### config.mk
export PLATFORM = sky130hd
export DESIGN_NAME = regfile_scoreboard
export DESIGN_NICKNAME = d
export VERILOG_FILES = /design/src/rtl/rf_pkg.sv /design/src/rtl/rf_read_port.sv /design/src/rtl/regfile_scoreboard.sv
export SDC_FILE = /design/constraint.sdc
export NUM_CORES = 1
export LEC_CHECK = 0
export CAP_MARGIN = 5
export CORE_MARGIN = 10
export CORE_UTILIZATION = 48
export CTS_CLUSTER_SIZE = 10
export DETAILED_ROUTE_END_ITERATION = 10
export PLACE_DENSITY = 0.66
export SLEW_MARGIN = 20
export SYNTH_ARGS = -nofsm -noshare
export SYNTH_HDL_FRONTEND = slang
export SYNTH_HIERARCHICAL = 1
export SYNTH_SLANG_ARGS = --single-unit
### constraint.sdc
create_clock -name clk -period 2.9 [get_ports clk]
set_input_delay 0.29 -clock clk [delete_from_list [all_inputs] [get_ports clk]]
set_output_delay 0.29 -clock clk [all_outputs]
set_load 0.005 [all_outputs]
### src/rtl/rf_pkg.sv
// rtl/rf_pkg.sv - shared constants and address helper for the register file
package rf_pkg;

    localparam int RF_WIDTH  = 16;
    localparam int RF_DEPTH  = 16;
    localparam int RF_NUM_RD = 2;

    // An address names real storage when it is inside the array and is not
    // the hardwired zero register.
    function automatic logic rf_addr_valid(
        input logic [31:0] addr,
        input logic [31:0] depth,
        input logic        zero_reg
    );
        return (addr < depth) && !(zero_reg && (addr == 32'd0));
    endfunction

endpackage

### src/rtl/rf_read_port.sv
// rtl/rf_read_port.sv - one combinational read port with masking and write bypass
module rf_read_port
    import rf_pkg::*;
#(
    parameter int WIDTH    = 16,
    parameter int DEPTH    = 16,
    parameter int AW       = 4,
    parameter int ZERO_REG = 1,
    parameter int BYPASS   = 1
) (
    input  logic [AW-1:0]                addr_i,
    input  logic [DEPTH-1:0][WIDTH-1:0]  regs_i,
    input  logic [DEPTH-1:0]             busy_i,
    input  logic                         wr_en_i,
    input  logic [AW-1:0]                wr_addr_i,
    input  logic [WIDTH-1:0]             wr_data_i,
    output logic [WIDTH-1:0]             data_o,
    output logic                         busy_o
);

    logic             addr_ok;
    logic [WIDTH-1:0] stored_data;
    logic             stored_busy;

    assign addr_ok = rf_addr_valid(32'(addr_i), 32'(DEPTH), ZERO_REG != 0);

    // Select the stored entry; addresses past DEPTH match nothing and read zero.
    always_comb begin
        stored_data = '0;
        stored_busy = 1'b0;
        for (int i = 0; i < DEPTH; i++) begin
            if (32'(addr_i) == 32'(i)) begin
                stored_data = regs_i[i];
                stored_busy = busy_i[i];
            end
        end
    end

    // Mask invalid/zero addresses, then forward an in-flight write if enabled.
    always_comb begin
        data_o = '0;
        busy_o = 1'b0;
        if (addr_ok) begin
            if ((BYPASS != 0) && wr_en_i && (wr_addr_i == addr_i)) begin
                data_o = wr_data_i;
            end else begin
                data_o = stored_data;
                busy_o = stored_busy;
            end
        end
    end

endmodule

### src/rtl/regfile_scoreboard.sv
// rtl/regfile_scoreboard.sv - multi-read-port register file with pending-write scoreboard
module regfile_scoreboard
    import rf_pkg::*;
#(
    parameter int WIDTH    = RF_WIDTH,
    parameter int DEPTH    = RF_DEPTH,
    parameter int NUM_RD   = RF_NUM_RD,
    parameter int ZERO_REG = 1,
    parameter int BYPASS   = 1,
    localparam int AW      = $clog2(DEPTH)
) (
    input  logic                    clk,
    input  logic                    rst,
    input  logic [NUM_RD*AW-1:0]    rd_addr,
    output logic [NUM_RD*WIDTH-1:0] rd_data,
    output logic [NUM_RD-1:0]       rd_busy,
    input  logic                    wr_en,
    input  logic [AW-1:0]           wr_addr,
    input  logic [WIDTH-1:0]        wr_data,
    input  logic                    rsv_en,
    input  logic [AW-1:0]           rsv_addr,
    input  logic                    flush,
    output logic                    rsv_conflict
);

    logic [DEPTH-1:0][WIDTH-1:0] regs_q;
    logic [DEPTH-1:0]            busy_q;
    logic [DEPTH-1:0]            busy_d;
    logic [DEPTH-1:0]            wr_sel;
    logic [DEPTH-1:0]            rsv_sel;
    logic                        wr_ok;
    logic                        rsv_ok;
    logic                        conflict_q;
    logic                        conflict_d;

    assign wr_ok  = wr_en  & rf_addr_valid(32'(wr_addr),  32'(DEPTH), ZERO_REG != 0);
    assign rsv_ok = rsv_en & rf_addr_valid(32'(rsv_addr), 32'(DEPTH), ZERO_REG != 0);

    // One-hot decode of the write and reserve targets; invalid targets decode to nothing.
    always_comb begin
        wr_sel  = '0;
        rsv_sel = '0;
        for (int i = 0; i < DEPTH; i++) begin
            wr_sel[i]  = wr_ok  && (32'(wr_addr)  == 32'(i));
            rsv_sel[i] = rsv_ok && (32'(rsv_addr) == 32'(i));
        end
    end

    // Busy next state: flush clears all, a reserve beats a same-cycle writeback.
    always_comb begin
        busy_d     = (busy_q & ~wr_sel) | rsv_sel;
        conflict_d = ~flush & (|(rsv_sel & busy_q)) & ~(wr_en & (wr_addr == rsv_addr));
        if (flush) begin
            busy_d = '0;
        end
    end

    // Storage array; writes to invalid or zero addresses never reach it.
    always_ff @(posedge clk or negedge rst) begin
        if (!rst) begin
            regs_q <= '0;
        end else begin
            for (int i = 0; i < DEPTH; i++) begin
                if (wr_sel[i]) begin
                    regs_q[i] <= wr_data;
                end
            end
        end
    end

    // Scoreboard bits and the one-cycle reserve-conflict pulse.
    always_ff @(posedge clk or negedge rst) begin
        if (!rst) begin
            busy_q     <= '0;
            conflict_q <= 1'b0;
        end else begin
            busy_q     <= busy_d;
            conflict_q <= conflict_d;
        end
    end

    assign rsv_conflict = conflict_q;

    for (genvar p = 0; p < NUM_RD; p++) begin : g_rd
        rf_read_port #(
            .WIDTH    (WIDTH),
            .DEPTH    (DEPTH),
            .AW       (AW),
            .ZERO_REG (ZERO_REG),
            .BYPASS   (BYPASS)
        ) u_port (
            .addr_i    (rd_addr[p*AW +: AW]),
            .regs_i    (regs_q),
            .busy_i    (busy_q),
            .wr_en_i   (wr_en),
            .wr_addr_i (wr_addr),
            .wr_data_i (wr_data),
            .data_o    (rd_data[p*WIDTH +: WIDTH]),
            .busy_o    (rd_busy[p])
        );
    end

endmodule

==> summary.txt <==
Status
  – Status: finished with violations
  – Failing checks: setup timing

Setup path
  – Worst Path Arrival: 2.63 ns
  – WP buf/inv: 3
  – Setup Crit Path Kind: reg -> out
  – Worst-path cell chain: buf_4, mux2_4, a222oi_1, o221ai_1, o221ai_2, a31oi_4, buf_6, clkbuf_2
  – Crit start category: flop
  – Slowest cell on crit path: dfrtp_1
  – Slowest stage delay, CP: a little under 0.4 ns
  – Crit end category: output port
  – Reg2Reg Depth: 3
  – CP delay by family, top: compound AO/OA/AOI/OAI gates
  – Crit path required time: 2.61 ns
  – CP Depth: 8
  – R2R setup slack: 1.48 ns
  – Crit Path Max Fanout: 2

Global route
  – All-Layer GR Usage: 31.6%
  – Initial antenna violation count: 0
  – Vias in the first global route: 14.7k
  – First-pass GRT wire length: 97.8 mm
  – Grt total ovfl: 0
  – Largest net degree at the start of global routing: 76

Pwr
  – Clock share of power: between 20% and 30%
  – Reg power frac: between 40% and 50%
  – Switching share of power: 31.4%
  – Combinational share of power: 27.6%
  – Total Power Consumption: 11.8 mW
  – VDD IR max: ~0.00055 V
  – Net Sw Power: between 3 and 4 mW
  – Internal power: 8.10 mW
  – Leak: 8.63 nW
  – Cell area power density: 592 nW/µm²

Job
  – Total of max-cap violations: 0

Floorplan
  – Core Rows: 66
  – Die width: 201 µm
  – Starting utilization of the core area: approximately 49%
  – I/O pins: 72
  – Core Box Area: 32500 µm²
  – Die area: 40400 µm²
  – Die H: ~200 µm

Detailed routing
  – DR WL/cell: 30.0 µm
  – Initial DRC Count: 1927
  – DR pass1 iterations: 5
  – DR vias/cell: 6.72
  – Final wirelength: 65.9 mm
  – Routed via count: 14.7k
  – DR DRC count: 0
  – ANT nets after route: 0

Cells and area
  – Fillers: 2733
  – Share of layout cells above drive strength 1: about 40%
  – Layout Nets: 1780
  – Area growth, synth to finish: 26.6%
  – Util after Layout: between 60% and 70%
  – Ant diodes: 0

STA
  – Worst Tran Pin Value: between 0.6 and 0.7 ns
  – Final hold violations: 0
  – Fin worst setup slack: -0.0225 ns
  – Clk_skew: 0.00917 ns
  – FMAX: 342 MHz
  – WHS: 0.266 ns
  – RSZ-0062 raised after global routing: yes
  – Worst slew margin: 54.3%
  – Min Tclk post-route: 2.92 ns
  – Fin. max-slew vios: 0
  – Final setup vio count: 1
  – Tcrit/Tclk final: 101%

Clock network
  – CTS Buf Count: 31
  – CTS max path bufs: 3
  – Worst skew pair latency: 0.59 ns
  – CTS tree: built
  – H-tree levels: 1
  – Clock slew at reported path FFs: 0.06 ns
  – Root buf cell: clkbuf_16
  – Clock Sink Count: approximately 260

Hold path
  – Hold WC Path Type: in -> async

Synth
  – Yosys Warn Count: 6
  – Syn Area/Cell: 10.7 µm²
  – Post-Syn Area: approximately 16000 µm²
  – Syn nets: 1514
  – Gate Count Post-Synth: roughly 1.5k

Placement
  – IO buf count: 71
  – Dpl hpwl: 47.3 mm
  – Gpl congestion: 1.02
## power groups by stage
stage	clock, mW	sequential, mW	combinational (mW)
after global routing	3.68	5.11	3.46
after CTS	3.55	4.99	3.17
after detailed placement	0	5.05	3.03
after global placement	0	5.00	2.97
final	3.50	5.04	3.26
after floorplan	0	4.82	1.89
## sequential cells by signal (all words and copies together), names as in the netlist
| register | cells |
|---|---|
| rsv_conflict | 1 |
| busy_q | 15 |
| regs_q | 240 |
## metal layers
layer	global-route usage (%)	wire [µm]
met1	41.2	26000
met2	48.7	29400
met3	6.05	6300
met4	17.3	4230
met5	0	0
## stage by stage
stage,setup WS [ns],instances,TNS [ns],instance area [µm²]
final,-0.0225,2195,-0.0225,19900
after floorplan,0.939,1477,0,15700
after detailed placement,-0.544,2131,-2.87,18500
after CTS,-0.0543,2188,-0.0866,19800
after global placement,-0.490,2131,-2.58,18500
after global routing,-0.0760,2195,-0.155,19900
## cells in the final DEF, fill, tap and decap left out, types with 7 or more instances in the layout
cell and instances:
o221ai_1 14, nor2_2 11, clkbuf_16 31, dlygate4sd2_1 9, inv_1 13, a221oi_2 8, a22o_1 8, nand2b_1 18
nand2_1 73, clkdlybuf4s50_1 41, buf_4 272, a221o_1 11, dlymetal6s2s_1 7, a31oi_1 18, mux2i_1 49, a211oi_1 14
o211ai_1 9, buf_6 10, nor3_1 18, dfrtp_1 256, xor2_1 9, a32oi_1 9, o22ai_1 29, a221oi_1 8
nand3_1 28, mux2_1 25, a22oi_1 31, a21oi_1 76, mux4_2 12, buf_12 18, mux2_4 25, nor2b_1 21
mux2_2 235, nor2_1 59, o21ai_0 92
## path summary, 6_finish.rpt
kind	startpoint	to
setup reg to reg	busy_q[15]	rsv_conflict
min in group clk	rsv_en	rsv_conflict
max in group asynchronous	rst	regs_q[47]
hold / removal	rst	regs_q[35]
hold reg to reg	regs_q[49]	regs_q[49]
setup / recovery	regs_q[147]	rd_data[3]
## what timing repair did
| item | in CTS | in global routing |
|---|---|---|
| pin swaps | 34 | 27 |
| gates cloned | 0 | 1 |
| endpoints found under the hold margin | 72 | 0 |
| setup buffers | 15 | 7 |
| gates resized for setup | 72 | 47 |
| hold buffers | 1 | 0 |
| endpoints found under the setup margin | 21 | 23 |
## layout make-up
cell class / count / area, µm² / area share (%)
clock buffer: 39 / 836 / 4.19
timing repair buffer: 369 / 3180 / 16.0
clock inverter: 4 / 27.5 / 0.138
sequential: 256 / 6410 / 32.1
multi-input combinational: 1065 / 8850 / 44.4
tap: 442 / 553 / 2.77
inverter: 20 / 75.1 / 0.377
No activity file was read; power rests on OpenSTA's default activity.
